$ cat src/rtl/tl_pkg.sv
// Shared definitions for the traffic sequencer slice.
//   state_e : top-level phase of the intersection
//   step_e  : sub-step inside a timed phase
//   RED/YEL/GRN/OFF : {red, yellow, green} signal head codes
//   WDOG_W  : watchdog counter width
package tl_pkg;

  typedef enum logic [2:0] {
    ST_INIT,
    ST_MAIN_GREEN,
    ST_MAIN_YELLOW,
    ST_RED_MS,
    ST_SIDE_GREEN,
    ST_SIDE_YELLOW,
    ST_RED_SM,
    ST_FAULT
  } state_e;

  // WAIT is split so the first WAIT cycle (expiry blanked) is explicit.
  typedef enum logic [1:0] {
    SS_ARM,
    SS_WAIT_BLANK,
    SS_WAIT,
    SS_HOLD
  } step_e;

  localparam logic [2:0] RED = 3'b100;
  localparam logic [2:0] YEL = 3'b010;
  localparam logic [2:0] GRN = 3'b001;
  localparam logic [2:0] OFF = 3'b000;

  localparam int unsigned WDOG_W = 6;

endpackage

$ cat src/rtl/tl_watchdog.sv
// Saturating watchdog counter for the timer handshake.
//   clk_1hz : clock
//   rst_n   : synchronous active-low reset
//   clear   : zero the counter (takes priority over enable)
//   enable  : count one cycle, saturating at all-ones
//   trip    : counter has reached LIMIT
module tl_watchdog
  import tl_pkg::*;
#(
  parameter logic [WDOG_W-1:0] LIMIT = 6'd40
) (
  input  logic clk_1hz,
  input  logic rst_n,
  input  logic clear,
  input  logic enable,
  output logic trip
);

  logic [WDOG_W-1:0] count;

  always_ff @(posedge clk_1hz) begin
    if (!rst_n) begin
      count <= '0;
    end else if (clear) begin
      count <= '0;
    end else if (enable && (count != '1)) begin
      count <= count + 1'b1;
    end
  end

  assign trip = (count >= LIMIT);

endmodule

$ cat src/rtl/traffic_sequencer.sv
// Two-road intersection sequencer driving both signal heads and a shared
// countdown timer.
//   clk_1hz     : clock
//   rst_n       : synchronous active-low reset
//   side_req    : side-road vehicle sensor (level or pulse)
//   expired     : expiry flag from the shared timer
//   start_timer : one-cycle timer start pulse
//   timer_value : duration of the current phase, stable ARM through WAIT
//   main_light  : main head {red, yellow, green}
//   side_light  : side head {red, yellow, green}
//   fault       : watchdog tripped, sticky until reset
module traffic_sequencer
  import tl_pkg::*;
#(
  parameter logic [3:0]        T_MAIN_GREEN = 4'd8,
  parameter logic [3:0]        T_SIDE_GREEN = 4'd5,
  parameter logic [3:0]        T_YELLOW     = 4'd2,
  parameter logic [3:0]        T_ALL_RED    = 4'd1,
  parameter logic [WDOG_W-1:0] WDOG_LIMIT   = 6'd40
) (
  input  logic       clk_1hz,
  input  logic       rst_n,
  input  logic       side_req,
  input  logic       expired,
  output logic       start_timer,
  output logic [3:0] timer_value,
  output logic [2:0] main_light,
  output logic [2:0] side_light,
  output logic       fault
);

  state_e     state_q, state_d;
  step_e      step_q, step_d;
  logic       req_latch;
  logic       wd_trip, wd_clear, wd_enable;
  logic       start_d, fault_d;
  logic [3:0] value_d;
  logic [2:0] main_d, side_d;

  tl_watchdog #(.LIMIT(WDOG_LIMIT)) u_watchdog (
    .clk_1hz (clk_1hz),
    .rst_n   (rst_n),
    .clear   (wd_clear),
    .enable  (wd_enable),
    .trip    (wd_trip)
  );

  // State register; outputs are registered from the next-state view so the
  // lights change on the same edge that enters ARM.
  always_ff @(posedge clk_1hz) begin
    if (!rst_n) begin
      state_q     <= ST_INIT;
      step_q      <= SS_ARM;
      req_latch   <= 1'b0;
      start_timer <= 1'b0;
      timer_value <= '0;
      main_light  <= RED;
      side_light  <= RED;
      fault       <= 1'b0;
    end else begin
      state_q     <= state_d;
      step_q      <= step_d;
      // A new request on the clearing edge wins over the clear.
      req_latch   <= side_req |
                     (req_latch & ~((state_d == ST_SIDE_GREEN) && (step_d == SS_ARM)));
      start_timer <= start_d;
      timer_value <= value_d;
      main_light  <= main_d;
      side_light  <= side_d;
      fault       <= fault_d;
    end
  end

  // Next-state logic
  always_comb begin
    state_d = state_q;
    step_d  = step_q;
    case (state_q)
      ST_INIT: begin
        state_d = ST_MAIN_GREEN;
        step_d  = SS_ARM;
      end
      ST_FAULT: ;
      default: begin
        case (step_q)
          SS_ARM:        step_d = SS_WAIT_BLANK;
          SS_WAIT_BLANK: step_d = SS_WAIT;
          SS_WAIT: begin
            if (expired) begin
              step_d = SS_ARM;
              case (state_q)
                ST_MAIN_GREEN: begin
                  if (req_latch) state_d = ST_MAIN_YELLOW;
                  else           step_d  = SS_HOLD;
                end
                ST_MAIN_YELLOW: state_d = ST_RED_MS;
                ST_RED_MS:      state_d = ST_SIDE_GREEN;
                ST_SIDE_GREEN:  state_d = ST_SIDE_YELLOW;
                ST_SIDE_YELLOW: state_d = ST_RED_SM;
                ST_RED_SM:      state_d = ST_MAIN_GREEN;
                default:        state_d = ST_FAULT;
              endcase
            end else if (wd_trip) begin
              state_d = ST_FAULT;
            end
          end
          SS_HOLD: begin
            if (req_latch) begin
              state_d = ST_MAIN_YELLOW;
              step_d  = SS_ARM;
            end
          end
          default: step_d = SS_ARM;
        endcase
      end
    endcase
  end

  // Watchdog counts every WAIT cycle including the one being entered, so it
  // reads k during the k-th WAIT cycle and trips at the end of cycle LIMIT.
  always_comb begin
    wd_clear  = (state_d != ST_FAULT) && (step_d == SS_ARM);
    wd_enable = (state_d != ST_FAULT) && (state_d != ST_INIT) &&
                ((step_d == SS_WAIT_BLANK) || (step_d == SS_WAIT));
  end

  // Output logic (values to be registered on this edge)
  always_comb begin
    start_d = 1'b0;
    value_d = '0;
    main_d  = RED;
    side_d  = RED;
    fault_d = 1'b0;
    case (state_d)
      ST_MAIN_GREEN:  begin value_d = T_MAIN_GREEN; main_d = GRN; end
      ST_MAIN_YELLOW: begin value_d = T_YELLOW;     main_d = YEL; end
      ST_RED_MS:      value_d = T_ALL_RED;
      ST_SIDE_GREEN:  begin value_d = T_SIDE_GREEN; side_d = GRN; end
      ST_SIDE_YELLOW: begin value_d = T_YELLOW;     side_d = YEL; end
      ST_RED_SM:      value_d = T_ALL_RED;
      ST_FAULT: begin
        fault_d = 1'b1;
        // Flash starts on yellow at fault entry, then toggles every cycle.
        main_d  = ((state_q == ST_FAULT) && (main_light == YEL)) ? OFF : YEL;
        side_d  = main_d;
      end
      default: ;
    endcase
    if ((state_d != ST_INIT) && (state_d != ST_FAULT) && (step_d == SS_ARM))
      start_d = 1'b1;
  end

endmodule
$ cat config.mk
export PLATFORM = sky130hd
export DESIGN_NAME = traffic_sequencer
export DESIGN_NICKNAME = d
export VERILOG_FILES = /design/src/rtl/tl_pkg.sv /design/src/rtl/tl_watchdog.sv /design/src/rtl/traffic_sequencer.sv
export SDC_FILE = /design/constraint.sdc
export NUM_CORES = 1
export LEC_CHECK = 0
export ABC_AREA = 1
export CELL_PAD_IN_SITES_DETAIL_PLACEMENT = 1
export CELL_PAD_IN_SITES_GLOBAL_PLACEMENT = 1
export CORE_MARGIN = 8
export CORE_UTILIZATION = 41
export CTS_CLUSTER_SIZE = 16
export DETAILED_ROUTE_END_ITERATION = 10
export PLACE_DENSITY = 0.83
export SYNTH_ARGS = -nofsm -noshare
export SYNTH_HDL_FRONTEND = slang
export SYNTH_SLANG_ARGS = --single-unit
export TNS_END_PERCENT = 50
$ cat constraint.sdc
create_clock -name clk_1hz -period 3.4 [get_ports clk_1hz]
set_input_delay 0.68 -clock clk_1hz [delete_from_list [all_inputs] [get_ports clk_1hz]]
set_output_delay 0.68 -clock clk_1hz [all_outputs]
set_load 0.01 [all_outputs]
Word-level counts from Yosys, hierarchy flattened --
Cells that the tools add are included.
Word-level totals: bits in read-only memories 0, memories 0, RAM bits 0, bits in registers 24, bits in latches 0
Operators by class: multiplexer cells 18, div/mod/pow operators 0, bitwise gates (word level) 4, reduce and logical (&&, ||, !) cells 15, equal/unequal tests 22, $lt $le $gt $ge 1, multipliers 0, add/sub/neg operators 1, shifts and indexed selects 0
Operator list (number):
- equality test 3 bit (second input constant) | 8
- one-hot mux 3 bit (3 select lines) | 2
- one-hot mux 3 bit (6 select lines) | 1
- one-hot mux 4 bit (4 select lines) | 1
- equality test 3 x 2 -> 1 bit (second input constant) | 5
- one-hot mux 3 bit (2 select lines) | 2
- 2-to-1 mux 2 bit | 5
- 2-to-1 mux 3 bit | 3
- one-hot mux 2 bit (4 select lines) | 1
- logical AND 1 bit | 7
- adder 6 x 1 -> 6 bit (second input constant) | 1
- equality test 2 bit (second input constant) | 3
- equality test 3 x 1 -> 1 bit (second input constant) | 2
- >= comparator 6 bit (second input constant) | 1
- inequality test 6 bit (second input constant) | 1
- OR reduction 2 bit | 3
- equality test 2 x 1 -> 1 bit (second input constant) | 2
- zero test 2 bit | 2
- one-hot mux 2 bit (2 select lines) | 1
- zero test 3 bit | 1
- inequality test 3 bit (second input constant) | 1
- nonzero test 3 bit | 1
- 2-to-1 mux 1 bit | 2
- NOT 1 bit | 2
- other kinds (3) | 3

Depth between registers and ports, before layout --
depth in word-level cells 10, mapped depth 13, depth with buffers taken out 13

Modules after synthesis --
Synthesis repeated with hierarchy kept, for this count alone.
Unflattened totals: cells, all modules 173, area, all modules 1231.2 sq um
By module, submodules not included:
- traffic_sequencer | seq. area each 340.3 sq um, times used 1, cells each 113, area each 853.3 sq um
- tl_watchdog | seq. area each 120.1 sq um, times used 1, cells each 60, area each 377.9 sq um

Worst setup path before layout --
No wires, ideal clock.
path type in2reg, start point input expired, end point register u_watchdog.count[2], stages on the path 8, path slack 1.523 ns, arrival time 1.761 ns, data required time 3.284 ns, cells stage by stage inv_1 o31ai_1 a22oi_1 ha_1 o21a_1 nand2_2 nand2_1 a21oi_1
On the way: word-level cells in the longest chain between the ends 7, elaborated cells between the ends (all ways) 17
RTL lines:
- start: declaration | RTL line traffic_sequencer.sv:24 | input logic expired,
- 2-to-1 mux 2 bit or 2-to-1 mux 3 bit (tied branches) | RTL line traffic_sequencer.sv:89 | if (expired) begin
- one-hot mux 2 bit (4 select lines) or one-hot mux 3 bit (2 select lines) (tied branches) | RTL line traffic_sequencer.sv:85 | case (step_q)
- one-hot mux 2 bit (2 select lines) or one-hot mux 3 bit (2 select lines) (tied branches) | RTL line traffic_sequencer.sv:78 | case (state_q)
- equality test 2 x 1 -> 1 bit, or another cell as far along | RTL line traffic_sequencer.sv:124 | ((step_d == SS_WAIT_BLANK) || (step_d == SS_WAIT));
- logical OR 1 bit or logical AND 1 bit (tied branches) | RTL line traffic_sequencer.sv:124, traffic_sequencer.sv:123
- logical AND 1 bit | RTL line traffic_sequencer.sv:123 | wd_enable = (state_d != ST_FAULT) && (state_d != ST_INIT) &&
- logical AND 1 bit | RTL line tl_watchdog.sv:26 | end else if (enable && (count != '1)) begin
- end signal: assignment | RTL line tl_watchdog.sv:27 | count <= count + 1'b1;
- end: declaration | RTL line tl_watchdog.sv:19 | logic [WDOG_W-1:0] count;
Parallel ways exist; a longest one is shown, timed or not. A chain may end at the register's enable or synchronous reset.

Final worst setup path --
start point input expired, end point register u_watchdog.count[4]
The elaborated chain is that of the path after synthesis.

==> metrics.yaml <==
synth.yosys.seq_area_share_pct: 39.7
grt_max_degree: 14
layout-drive-gt1-share_pct: 8.47
horizontal_die_dimension_um: 69.2
final-max-slew-violation-count: 0
final_critical_path_setup_slack_ps: 1030
grt_pass1_vias: 1170
grt_antenna_before_repair: 0
layout.nets: 185
die-area_um2: 4790
floorplan.die.height_um: 69.2
grt_remaining_overflow: 0
crit-reg2reg-launch: "state_q[1]"
worst_path_dominant_cell_family: "compound AO/OA/AOI/OAI gates"
p_seq_share_pct: 60.4
crit_type: "in2reg"
fin_setup_tns_ps: 0
clock-root-buffer: "clkbuf_4"
area_overhead_of_the_layout_relative_to_synthesis_pct: 16.9
critical_path_arrival_ps: 2580
power_uw: 471
holdPathStages: 2
switching_share_pct: 25.9
coreArea_um2: 2730
gp_congestion: 0.930
setup.worst_path.start_class: "primary input"
vias_per_cell: 5.20
h-tree-depth: 1
worstHoldEndpoint: "u_watchdog.count[4]"
cellInternalPower_uw: 349
cpPeakStageDelay_ps: 560
syn-cell-area_um2: 1160
fin_worst_skew_ps: 3.57
cp.required_ps: 3610
rows: 19
hold_start: "u_watchdog.count[4]"
synth.net_count: 168
min_path_type: "reg2reg"
outcome: "complete, no violations"
tritoncts_buffers: 3
critical_path_depth: 9
post_cts.resized_instances: 0
p_per_area_nw_per_um2: 347
grt_setup_unrepaired: "no"
combinationalPowerShare_pct: 13.9
post_synth_num_cell_types: 23
synth_cells: 161
cts_hold_repair.buffers: 0
final_ant_viol_nets: 0
drt-wirelength-per-cell_um: 14.1
critical_path.slowest_cell: "clkdlybuf4s50_1"
fin_crit_sh_pct: 69.8
cts_max_path_buffers: 2
placement.io_buffers: 15
ys_ff_latch: 23
drc: 0
postCtsSetupRepairBufs: 0
cts.sinks: 23
timing.slew.headroom_pct: 72.8
cts.reportedPaths.clkPinSlew_ps: 120
crit_path_max_fanout: 7
top_level_ports: 16
synth.yosys.warnings: 0
finalWorstPathRequiredPeriod_ps: 2370
top_achievable_clock_speed_mhz: 421
net-switching-power_uw: 122
share_clk_of_total_power_pct: 25.7
cp.buffers_inverters: 2
worst_setup_path_end_kind: "flop"
final_number_of_setup_violating_endpoints: 0
timing.critical_path.cells: "clkdlybuf4s50_1, inv_1, o31ai_1, a22oi_1, ha_1, o21a_1, nand2_2, nand2_1, a21oi_1"
wl_mm: 2.92
insertedDiodeCount: 0
synthesis.area_per_instance_um2: 7.21
drt_pre_antenna_iters: 4
detailed_place_hpwl_mm: 2.30
grt_pass1_wl_mm: 5.09
leakage_nw: 0.564
hold_viol_final: 0
cts_tree: "built"
place_ws_ps: 728
rrSetupSlack_ps: 1240
worst-slew-pin-transition_ps: 408
r2r.worst_path.cells: 9
irDropWorstVdd_mv: 0.361
drt_iter0_markers: 57
groute.usage.overall_pct: 12.2
drv_cap: 0
regToRegEndpoint: "u_watchdog.count[4]"
dr_total_vias: 1081
worstSkewPairLatency_ps: 300
initial_utilization_pct: 42.5
-- cell usage in the layout (no fill, tap or decap), drive strengths merged --
master	netlist	layout
a21oi	14	14
a22oi	2	2
a31oi	1	1
clkbuf	1	4
clkdlybuf4s50	0	15
dfxtp	23	23
ha	3	3
inv	21	21
nand2	39	39
nand3	23	23
nand4	2	2
nor2	18	18
nor3	2	2
o21a	1	1
o21ai	4	4
o31ai	1	1
xor2	4	4
-- how the worst max path moves through the flow --
stage | start | endpoint | slack (ps)
floorplan | expired | u_watchdog.count[2] | 1520
global placement | expired | u_watchdog.count[1] | 810
detailed placement | expired | u_watchdog.count[2] | 730
CTS | expired | u_watchdog.count[2] | 1050
global route | expired | u_watchdog.count[4] | 800
finish | expired | u_watchdog.count[4] | 1030
-- sequential cells by signal, summed over array words and instances (netlist names), 2 cells and up --
name and cells:
main_light 3, u_watchdog.count 6, timer_value 4, side_light 2, state_q 3, step_q 2
-- through the flow --
step	utilization (%)	hold WS [ps]	std cells	cell area, um^2
finish	49.7	508	208	1360
global route	49.7	537	208	1360
CTS	49.7	500	208	1360
detailed placement	48.7	482	204	1330
global placement	48.7	477	204	1330
floorplan	-	453	161	1160
-- cell usage after synthesis (all sizes together) --
library cell | number | area share (%)
nor2 | 18 | 6.0
a21oi | 14 | 6.0
nand4 | 2 | 1.1
a22oi | 2 | 1.3
ha | 3 | 3.2
clkbuf | 1 | 0.32
buf | 2 | 1.3
xor2 | 4 | 3.0
a31oi | 1 | 0.54
nor3 | 2 | 0.86
o21a | 1 | 0.65
o31ai | 1 | 0.65
dfxtp | 23 | 40
inv | 21 | 6.8
nand3 | 23 | 12
o21ai | 4 | 1.7
nand2 | 39 | 15
-- worst reg2reg max path: stages (launching register included) --
cell	delay, ps
dfxtp_1	560
nand3_4	160
o21ai_1	230
inv_1	110
a22oi_1	220
ha_1	270
o21a_1	190
nand2_2	150
nand2_1	70
a21oi_1	130
-- kinds of logic after synthesis --
family	share of synthesized area, %
flip-flops	39.7
AO/OA/AOI/OAI	10.9
buffers and inverters	8.40
AND/OR/NAND/NOR	34.8
XOR/XNOR	3.02
adder cells (fa/ha/maj)	3.23
-- final cells by class --
class                   count  area, um^2
clock buffers               4        26.3
fillers                   350        1380
inverters                  21        78.8
multi-input cells         114         603
flip-flops and latches     23         460
well taps                  31        38.8
repair buffers             15         150
-- metal layers --
metal	routed length, um	vias up	share of wire (%)	global-route usage [%]
met4	27	0	0.92	3.87
met1	1280	507	44	13.1
met5	0	-	0	0
met3	117	4	4.0	2.72
li1	-	555	-	-
met2	1500	15	51	22.6
-- power groups by stage --
stage / clock (mW) / combinational [mW] / sequential, mW
floorplan: 0 / 0.0400 / 0.291
global placement: 0 / 0.0632 / 0.290
detailed placement: 0 / 0.0654 / 0.291
CTS: 0.127 / 0.0662 / 0.285
global route: 0.133 / 0.0747 / 0.286
finish: 0.121 / 0.0654 / 0.285
Power figures use the tool's default switching activity.
